File: src/rtl/game_pkg.sv
// Shared state encoding, default timing parameters and helpers for the round sequencer.
package game_pkg;
  localparam int DEF_TICKS_PER_SEC = 50_000_000;
  localparam int DEF_ROUND_LIMIT   = 99;
  localparam int DEF_MAX_ROUNDS    = 5;

  localparam int TMR_W = 7;
  localparam int CNT_W = 4;

  localparam logic [2:0] ST_IDLE     = 3'd0;
  localparam logic [2:0] ST_ARM      = 3'd1;
  localparam logic [2:0] ST_RUN      = 3'd2;
  localparam logic [2:0] ST_WIN      = 3'd3;
  localparam logic [2:0] ST_LOSE     = 3'd4;
  localparam logic [2:0] ST_WAIT_CLR = 3'd5;
  localparam logic [2:0] ST_DONE     = 3'd6;

  typedef enum logic [2:0] {
    IDLE     = ST_IDLE,
    ARM      = ST_ARM,
    RUN      = ST_RUN,
    WIN      = ST_WIN,
    LOSE     = ST_LOSE,
    WAIT_CLR = ST_WAIT_CLR,
    DONE     = ST_DONE
  } state_t;

  function automatic logic [CNT_W-1:0] sat_inc(input logic [CNT_W-1:0] v);
    return (v == '1) ? v : v + 1'b1;
  endfunction
endpackage

File: src/rtl/sec_timer.sv
// Prescaler plus seconds counter; the seconds value saturates at LIMIT.
module sec_timer #(
  parameter int TICKS = 4,
  parameter int LIMIT = 3,
  parameter int SEC_W = 7
) (
  input  logic             Clock,
  input  logic             clear,
  input  logic             enable,
  output logic [SEC_W-1:0] seconds
);
  localparam int PW = (TICKS > 1) ? $clog2(TICKS) : 1;

  logic [PW-1:0] presc;
  logic          wrap;

  assign wrap = (presc == PW'(TICKS - 1));

  always_ff @(posedge Clock) begin
    if (clear) begin
      presc   <= '0;
      seconds <= '0;
    end else if (enable) begin
      presc <= wrap ? '0 : presc + 1'b1;
      // Saturation matters when TICKS is 1: a wrap can land on the limit cycle itself.
      if (wrap && (seconds != SEC_W'(LIMIT)))
        seconds <= seconds + 1'b1;
    end
  end
endmodule

File: src/rtl/round_sequencer.sv
// Game round sequencer: arms the equation checker, times each round, keeps score.
module round_sequencer
  import game_pkg::*;
#(
  parameter int TICKS_PER_SEC = DEF_TICKS_PER_SEC,
  parameter int ROUND_LIMIT   = DEF_ROUND_LIMIT,
  parameter int MAX_ROUNDS    = DEF_MAX_ROUNDS
) (
  input  logic             Clock,
  input  logic             Reset,
  input  logic             Start,
  input  logic             correct,
  output logic [TMR_W-1:0] OngoingTimer,
  output logic             startEq1,
  output logic [CNT_W-1:0] Score,
  output logic             RoundActive,
  output logic             Timeout,
  output logic             GameOver
);
  state_t           state;
  logic [CNT_W-1:0] round_cnt;
  logic             tmr_clear;
  logic             tmr_en;

  // Timer control depends only on registered state, never on Start/correct.
  assign tmr_clear = Reset || (state == IDLE) || (state == ARM);
  assign tmr_en    = (state == RUN);

  sec_timer #(
    .TICKS (TICKS_PER_SEC),
    .LIMIT (ROUND_LIMIT),
    .SEC_W (TMR_W)
  ) u_sec_timer (
    .Clock   (Clock),
    .clear   (tmr_clear),
    .enable  (tmr_en),
    .seconds (OngoingTimer)
  );

  // Status outputs are registered alongside the next state so they track it exactly.
  always_ff @(posedge Clock) begin
    if (Reset) begin
      state       <= IDLE;
      round_cnt   <= '0;
      Score       <= '0;
      startEq1    <= 1'b0;
      RoundActive <= 1'b0;
      Timeout     <= 1'b0;
      GameOver    <= 1'b0;
    end else begin
      startEq1    <= 1'b0;
      RoundActive <= 1'b0;
      GameOver    <= 1'b0;
      case (state)
        IDLE: begin
          Score     <= '0;
          round_cnt <= '0;
          if (Start) begin
            state    <= ARM;
            startEq1 <= 1'b1;
          end
        end
        ARM: begin
          Timeout     <= 1'b0;
          state       <= RUN;
          RoundActive <= 1'b1;
        end
        RUN: begin
          if (correct)
            state <= WIN;
          else if (OngoingTimer == TMR_W'(ROUND_LIMIT))
            state <= LOSE;
          else
            RoundActive <= 1'b1;
        end
        WIN: begin
          Score     <= sat_inc(Score);
          round_cnt <= round_cnt + 1'b1;
          state     <= WAIT_CLR;
        end
        LOSE: begin
          Timeout   <= 1'b1;
          round_cnt <= round_cnt + 1'b1;
          state     <= WAIT_CLR;
        end
        WAIT_CLR: begin
          // Wait for the checker to drop correct so one answer cannot win two rounds.
          if (!correct) begin
            if (round_cnt == CNT_W'(MAX_ROUNDS)) begin
              state    <= DONE;
              GameOver <= 1'b1;
            end else begin
              state    <= ARM;
              startEq1 <= 1'b1;
            end
          end
        end
        DONE: begin
          if (Start) begin
            Score     <= '0;
            round_cnt <= '0;
            state     <= ARM;
            startEq1  <= 1'b1;
          end else begin
            GameOver <= 1'b1;
          end
        end
        default: state <= IDLE;
      endcase
    end
  end
endmodule

File: config.mk
export PLATFORM = sky130hd
export DESIGN_NAME = round_sequencer
export DESIGN_NICKNAME = d
export VERILOG_FILES = /design/src/rtl/game_pkg.sv /design/src/rtl/sec_timer.sv /design/src/rtl/round_sequencer.sv
export SDC_FILE = /design/constraint.sdc
export NUM_CORES = 1
export LEC_CHECK = 0
export CAP_MARGIN = 20
export CORE_ASPECT_RATIO = 1.1
export CORE_MARGIN = 2
export CORE_UTILIZATION = 47
export DETAILED_ROUTE_END_ITERATION = 12
export MAX_ROUTING_LAYER = met4
export PLACE_DENSITY = 0.68
export SYNTH_ARGS = -nofsm -noshare
export SYNTH_HDL_FRONTEND = slang
export SYNTH_SLANG_ARGS = --single-unit
File: constraint.sdc
create_clock -name Clock -period 3 [get_ports Clock]
set_input_delay 0.6 -clock Clock [delete_from_list [all_inputs] [get_ports Clock]]
set_output_delay 0.6 -clock Clock [all_outputs]
set_load 0.03 [all_outputs]
---- Word-level counts from Yosys, hierarchy flattened ----
Cells that the tools add are included.
operators by class
  $add $sub $neg .......................... 4
  eq/ne operators ......................... 16
  multiplexer cells ....................... 23
  reductions and logical operators ........ 13
operators with widths
  operator               number
  $add 26x1->26 const B  1
  $eq 26x26->1 const B   1
  $mux 26                1
  $pmux 4 s3             2
  $mux 3                 5
  $pmux 3 s5             1
  $eq 3x3->1 const B     3
  $add 4x1->4 const B    2
  $mux 1                 8
  $mux 4                 2
  $pmux 1 s2             4
  $add 7x1->7 const B    1
  $eq 7x7->1 const B     1
  $ne 7x7->1 const B     1
  $eq 3x2->1 const B     2
  $ne 2x2->1 const B     3
  $reduce_and 3->1       2
  $reduce_bool 3->1      2
  $eq 4x3->1 const B     1
  $eq 4x4->1 const B     1
  $reduce_and 2->1       2
  $reduce_or 2->1        2
  $eq 3x1->1 const B     1
  $logic_not 3->1        1
  other kinds (5)        6
storage, ports and cells
  bits in registers ....................... 48
  bits of input ports ..................... 4
  output and inout bits ................... 15
  word-level logic and storage cells ...... 65

---- Longest topological paths before layout ----
Gate-level depths: netlist of run 1.
  depth in word-level cells ............... 4
  gate-level depth with buffers ........... 8
  gate-level depth less buffers ........... 7

---- Modules after synthesis ----
A second synthesis of run 1 with hierarchy kept.
second synthesis, totals
  cells, all modules ...................... 302
  area, all modules ....................... 2718.9 um^2
by module, submodules not included
  module           instances  cells each  area an instance (um^2)  seq. area each (um^2)
  sec_timer        1          176         1694.1                   660.6
  round_sequencer  1          126         1024.7                   300.3

---- Worst setup path after synthesis of run 1 ----
OpenSTA, ideal clock, no wires.
  path kind ............................... register -> register
  start point ............................. register state[0]
  end point ............................... register u_sec_timer.seconds[6]
  library setup time ...................... 0.072 ns
  arrival ................................. 2.176 ns
  required time ........................... 2.928 ns
  setup slack ............................. 0.753 ns
  stages on the path, launching flop included .. 8
  path buffers ............................ 2
  period minus slack after synthesis ...... 2.247 ns
  cells stage by stage .................... dfxtp_1 -> buf_2 -> nor3b_4 -> nand4_4 -> or4_4 -> buf_6 -> or4_1 -> a21oi_1
between the ends
  longest elaborated chain between the ends .. 3
  elaborated cells between the ends (all ways) .. 6
  classes of those cells .................. eq/ne (2); reduce/logical (4)
ends and longest elaborated chain
  element                        line                   source
  start, declared                round_sequencer.sv:20  state_t state;
  start signal, assigned         round_sequencer.sv:43  state <= IDLE;
  start signal, assigned         round_sequencer.sv:59  state <= ARM;
  start signal, assigned         round_sequencer.sv:65  state <= RUN;
  $logic_not 3->1                round_sequencer.sv:26  assign tmr_clear = Reset || (state == IDLE) || (state == ARM);
  $logic_or 1x1->1 (2 in a row)  round_sequencer.sv:26
  end signal, assigned           sec_timer.sv:27        seconds <= seconds + 1'b1;
  end, declared                  sec_timer.sv:10        output logic [SEC_W-1:0] seconds
Several ways; a longest one is shown, not always the timed one.
A chain may end at the register's enable or synchronous reset.

---- Final worst setup path of run 1 ----
  start point ............................. register u_sec_timer.presc[4]
  end point ............................... register u_sec_timer.seconds[3]
between the ends
  longest elaborated chain between the ends .. 3
ends and longest elaborated chain
  element                     line             source
  start, declared             sec_timer.sv:14  logic [PW-1:0] presc;
  start signal, assigned      sec_timer.sv:24  presc <= wrap ? '0 : presc + 1'b1;
  $eq 26x26->1                sec_timer.sv:17  assign wrap = (presc == PW'(TICKS - 1));
  $logic_and 1x1->1           sec_timer.sv:26  if (wrap && (seconds != SEC_W'(LIMIT)))
  $reduce_and 2->1 (no line)  -
No other way between the ends.

==> results of run 1 <==
-- flip-flops by register name, summed over array words and instances, names as in the netlist --
register             count
round_cnt                4
RoundActive              1
u_sec_timer.presc       26
Timeout                  1
GameOver                 1
u_sec_timer.seconds      7
startEq1                 1
state                    3
Score                    4
-- area by class of cell --
| type | count | share of cell area (%) |
|---|---|---|
| Clock inverter | 1 | 0.3153 |
| Sequential cell | 48 | 34.59 |
| Inverter | 8 | 1.081 |
| Clock buffer | 6 | 2.973 |
| Multi-Input combinational cell | 230 | 50.59 |
| Tap cell | 58 | 2.613 |
| Timing Repair Buffer | 23 | 7.838 |
-- where the power goes --
part           total, uW  internal [uW]  switching [uW]
combinational        258           98.3             159
sequential           668            654            14.7
clock                390            184             206
-- how the worst max path moves through the flow --
| stage | endpoint | slack (ns) | startpoint |
|---|---|---|---|
| after CTS | u_sec_timer.seconds[3]$_SDFFE_PP0P_ | 0.73 | u_sec_timer.presc[4]$_SDFFE_PP0N_ |
| after global routing | u_sec_timer.seconds[6]$_SDFFE_PP0P_ | 0.64 | u_sec_timer.presc[4]$_SDFFE_PP0N_ |
| after detailed placement | u_sec_timer.presc[0]$_SDFFE_PP0N_ | 0.74 | Reset |
| after global placement | u_sec_timer.presc[24]$_SDFFE_PP0N_ | 0.77 | Reset |
| after floorplan | u_sec_timer.seconds[6]$_SDFFE_PP0P_ | 0.75 | state[0]$_SDFFE_PP0P_ |
| final | u_sec_timer.seconds[3]$_SDFFE_PP0P_ | 0.73 | u_sec_timer.presc[4]$_SDFFE_PP0N_ |
-- metal layers --
layer  GRT usage, %  share of wire (%)
met1          23.52                 50
met2          29.10                 46
met3          2.635                2.3
met4          7.636                1.7
met5              -                  0
-- synthesized netlist by cell type, types with 5 or more instances --
library cell,count,area [um^2]
dfxtp_1,48,960.9
nand3_1,14,70.07
nand2_1,22,82.58
a21oi_1,14,70.07
inv_1,8,30.03
nor3_1,11,55.05
xnor2_1,20,175.2
nor2_1,47,176.4
or4_1,5,37.54
clkbuf_1,14,52.55
o21ai_0,14,70.07
nor4_1,9,56.30
nand4_1,10,62.56
xor2_1,11,96.34
ha_1,6,75.07
-- stage by stage --
step / util [%] / power [uW]
after global placement: 53.01 / 936.8
after floorplan: - / 882.2
after detailed placement: 53.01 / 940.9
after global routing: 54.81 / 1386
after CTS: 54.81 / 1333
final: 54.81 / 1316
-- cells by family (layout without fill, tap and decap cells) --
kind of cell    Yosys count  count (layout)  synth area share, %
simple gates            143             143                30.03
xor+xnor                 31              31                10.93
buf+inv                  26              38                4.735
flops                    48              48                38.69
fa+ha+maj                 6               6                3.023
compound gates           50              50                12.60
-- tightest hold or removal path, delay by kind of cell (launching register included) --
kind | cells | cell delay [ns]
compound gates | 1 | 0.06
simple gates | 1 | 0.06
flops | 1 | 0.33
==> results.cfg, run 1 <==
[drt]
routedWlPerCell_um = 13.05
drt_wl_total_mm = 4.879
viasPerCell = 5.687
dr.pass1.iters = 4
drc = 0
route.vias.total = 2127
first_iter_violations = 177
ant_nets = 0

[sta]
finalSetupTns_ns = 0
tightest_slew_ns = 0.6730
max_slew_margin_pct = 55.04
setup_viol = 0
setup_slack_ns = 0.7348
min_period_ns = 2.265
period_share_pct = 75.51
rsz0062_at_grt = false
finalHoldViolCount = 0
fmax_mhz = 441.5
slew_viol_final = 0
whs_ns = 0.4809
finClkSkew_ns = 0.009629

[global_routing]
grtUsageTotal_pct = 18.41
overflow = 0
grt_pass1_wl_mm = 8.438
grt_pass1_vias = 1898
grt_max_degree = 27
antenna_found_initial = 0

[synth]
synth_nets = 314
ys_async_sr_fraction_pct = 0
ys_seq_area_share_pct = 38.69
netlist_instances = 304
synthesis.area_um2 = 2484
synth_edf_count = 0
avgSynthCellArea_um2 = 8.170
synth_cell_types = 45
yosys_most_used_dff = dfxtp_1
synth-seq-cells = 48
ys_warn_count = 0

[floorplan]
fp.dieH_um = 80.24
die-area_um2 = 5882
dieWidth_um = 73.31
ios = 19
start_util_pct = 49.01
core_um2 = 5067
rows = 27

[worst_setup_path]
startpoint_type = register
reg2reg_from = u_sec_timer.presc[4]$_SDFFE_PP0N_
r2r-end = u_sec_timer.seconds[3]$_SDFFE_PP0P_
critPathTopFamily = simple AND/OR/NAND/NOR gates
worstSetupPathType = register to register
critPathSlowestCell = or4_4
worstSetupEndpointType = register
ff2ff_path_depth = 5
slowest_delay_ns = 0.60
path_buf_inv = 0
crit_top_cell = or4_1
path_depth = 5
worst_ep_required_time_ns = 3.24
critical_path_arrival_ns = 2.50
regToRegSetupSlack_ns = 0.73
path_max_fanout = 12
path_cells = nand3_1, or4_1, or4_4, or4_1, a21oi_1

[pwr]
power_density_nw_per_um2 = 473.8
ir_drop_v = 0.0002241
p_leak_uw = 0.0008451

[final_layout]
final_cell_mix = 48 x dfxtp_1, 47 x nor2_1, 22 x nand2_1, 20 x xnor2_1, 18 x clkdlybuf4s50_1
multi_input_area_um2 = 1405
fill_cells = 491
layout_commonest_cell = dfxtp_1
area_growth_pct = 11.84
stdcell_count = 374
drive_above_1_share_pct = 4.747
nets = 326
antenna_cells = 0
regArea_um2 = 960.9
stdcell_area_um2 = 2778

[clock_tree]
cts_tree = built
clock_sinks = 48
clock_latency_ns = 0.30
h-tree-depth = 2
clk_pin_slew_ns = 0.09
cts_made_buffers = 5
ctsResizeCount = 0
cts_setup_buffers = 0
clock_path_buffers = 2
hold_buffers = 0
root_buffer = clkbuf_8

[placement]
io_buffers = 18
place_congestion = 0.8411
hpwl_mm = 3.337
dpl-instance-area_um2 = 2686
place_inst = 367
place_ws_ns = 0.7389

[hold_path]
hp-start = Timeout$_SDFFE_PP0P_
holdPathStages = 2
hold_class = register to register
holdPathEnd = Timeout$_SDFFE_PP0P_

[flow_run]
maxCapViolCount = 0

[run_status]
status = finished clean
Power figures use the tool's default switching activity.
==> run 2, diff against run 1 <==
==> constraint.sdc (replaced) <==
create_clock -name Clock -period 2.1 [get_ports Clock]
set_input_delay 0.42 -clock Clock [delete_from_list [all_inputs] [get_ports Clock]]
set_output_delay 0.42 -clock Clock [all_outputs]
set_load 0.03 [all_outputs]
==> results.cfg, run 2 (synthesized netlist as in run 1, its figures left out) <==
[sta]
slew_viol_final = 0
min_period_ns = 2.062
fmax_mhz = 484.9
rsz0062_at_grt = true
finClkSkew_ns = 0.006400
finalHoldViolCount = 0
whs_ns = 0.4743
setup_viol = 0
tightest_slew_ns = 0.5448
period_share_pct = 98.21
max_slew_margin_pct = 63.35

[drt]
routedWlPerCell_um = 12.71
ant_nets = 0
first_iter_violations = 103
viasPerCell = 5.517
route.vias.total = 2229
drt_wl_total_mm = 5.133
dr.pass1.iters = 5
drc = 0

[final_layout]
drive_above_1_share_pct = 16.18
regArea_um2 = 965.9
top_register = u_sec_timer.presc
area_growth_pct = 22.77
antenna_cells = 0
fill_cells = 471
post-route-util_pct = 60.17
stdcell_area_um2 = 3049
final_cell_mix = 47 x nor2_1, 44 x dfxtp_1, 33 x buf_4, 22 x nand2_1, 20 x xnor2_1
multi_input_area_um2 = 1443
largest_register_ffs = 26
nets = 355
layout_commonest_cell = nor2_1
top_regs = u_sec_timer.presc x26, u_sec_timer.seconds x7

[floorplan]
ios = 19
die-area_um2 = 5882
core_um2 = 5067
start_util_pct = 49.01
dieWidth_um = 73.31
rows = 27
fp.dieH_um = 80.24

[placement]
place_congestion = 0.8515
hpwl_mm = 3.656
dpl-instance-area_um2 = 2913
io_buffers = 18

[global_routing]
grt_pass1_wl_mm = 8.625
overflow = 0
grtUsageMet1_pct = 23.21
antenna_found_initial = 0
grtUsageTotal_pct = 18.81
grt_pass1_vias = 2019
use_met3_pct = 4.391
use_met2_pct = 30.99
grt.busiest_layer = met2
grt_max_degree = 26

[worst_setup_path]
worstSetupEndpointType = register
path_cells = or4_1, or4_4, buf_4, or3_4, a21oi_2
r2r-end = u_sec_timer.seconds[4]$_SDFFE_PP0P_
path_max_fanout = 7
reg2reg_from = u_sec_timer.presc[9]$_SDFFE_PP0N_
startpoint_type = register
ff2ff_path_depth = 5
critPathSlowestCell = or4_1
worstSetupPathType = register to register
worst_ep_required_time_ns = 2.33
slowest_delay_ns = 0.54
regToRegSetupSlack_ns = 0.04
critical_path_arrival_ns = 2.30

[clock_tree]
h-tree-depth = 2
clock_path_buffers = 2
cts_tree = built
clk_pin_slew_ns = 0.08
hold_buffers = 0
root_buffer = clkbuf_8
clock_latency_ns = 0.29
cts_made_buffers = 5
clock_sinks = 48

[hold_path]
holdPathStages = 2
hp-start = Timeout$_SDFFE_PP0P_
hold_class = register to register
holdPathEnd = Timeout$_SDFFE_PP0P_

[pwr]
ir_drop_v = 0.0003581
power_density_nw_per_um2 = 621.9
p_leak_uw = 0.001007

[flow_run]
maxCapViolCount = 0

[run_status]
status = finished clean
-- run 2: cell types whose count changed in the layout (fill, tap and decap cells not counted), sizes merged --
cell / before / now
clkinv: 1 / 0
buf: 5 / 34
clkbuf: 6 / 8
-- run 2: per-stage QoR --
step                setup TNS [ns]  power, uW  setup slack [ns]  instances
floorplan                  -0.1341       1268          -0.07523        304
global placement          -0.02366       1357          -0.01838        395
detailed placement         -0.1317       1358          -0.04939        395
CTS                              0       1911           0.02027        404
global route               -0.2765       2004          -0.07566        404
finish                           0       1896           0.03769        404
-- run 2: critical path, delay by kind of cell, from the launching register on --
kind                   cells  cell delay [ns]
and+or+nand+nor            3             1.39
DFF                        1             0.32
buffers and inverters      1             0.17
AOI/OAI and AO/OA          1             0.13
-- run 2: worst max path at each step --
stage	startpoint	endpoint	depth (start not counted)
global route	u_sec_timer.presc[18]$_SDFFE_PP0N_	u_sec_timer.seconds[6]$_SDFFE_PP0P_	5
detailed placement	u_sec_timer.presc[6]$_SDFFE_PP0N_	u_sec_timer.seconds[3]$_SDFFE_PP0P_	5
finish	u_sec_timer.presc[9]$_SDFFE_PP0N_	u_sec_timer.seconds[4]$_SDFFE_PP0P_	5
global placement	u_sec_timer.presc[6]$_SDFFE_PP0N_	u_sec_timer.seconds[3]$_SDFFE_PP0P_	5
floorplan	u_sec_timer.presc[9]$_SDFFE_PP0N_	u_sec_timer.seconds[6]$_SDFFE_PP0P_	5
CTS	u_sec_timer.presc[22]$_SDFFE_PP0N_	u_sec_timer.seconds[3]$_SDFFE_PP0P_	5
-- run 2: cell type report --
class | count | area share [%]
Sequential cell | 48 | 31.68
Multi-Input combinational cell | 230 | 47.31
Clock buffer | 8 | 2.954
Tap cell | 58 | 2.380
Timing Repair Buffer | 52 | 14.69
Inverter | 8 | 0.9848
-- run 2: routing by layer --
metal  vias up  share of wire (%)
met1      1045                 48
li1       1156                  -
met4         0               0.55
met2        24                 49
met5         -                  0
met3         4                2.9
-- run 2: repair_timing --
item                       4_1_cts  5_1_grt
pin swaps                        2        2
gates resized for setup          1        9
setup buffers                    1        0
setup endpoints to repair        5        5
-- run 2: report_power, final --
group	internal (uW)	total (uW)	switching, uW	leakage, uW
logic	156	383	227	0.000572
registers	934	958	24.0	0.000389
clock network	269	556	287	0.0000455
==> run 3, diff against run 2 <==
--- a/config.mk
+++ b/config.mk
@@ -9,6 +9,7 @@
 export CORE_ASPECT_RATIO = 1.1
 export CORE_MARGIN = 2
 export CORE_UTILIZATION = 47
+export CTS_CLUSTER_SIZE = 30
 export DETAILED_ROUTE_END_ITERATION = 12
 export MAX_ROUTING_LAYER = met4
 export PLACE_DENSITY = 0.68
==> results of run 3 <==
No change in the layout: final DEF, timing and power equal those of run 2.
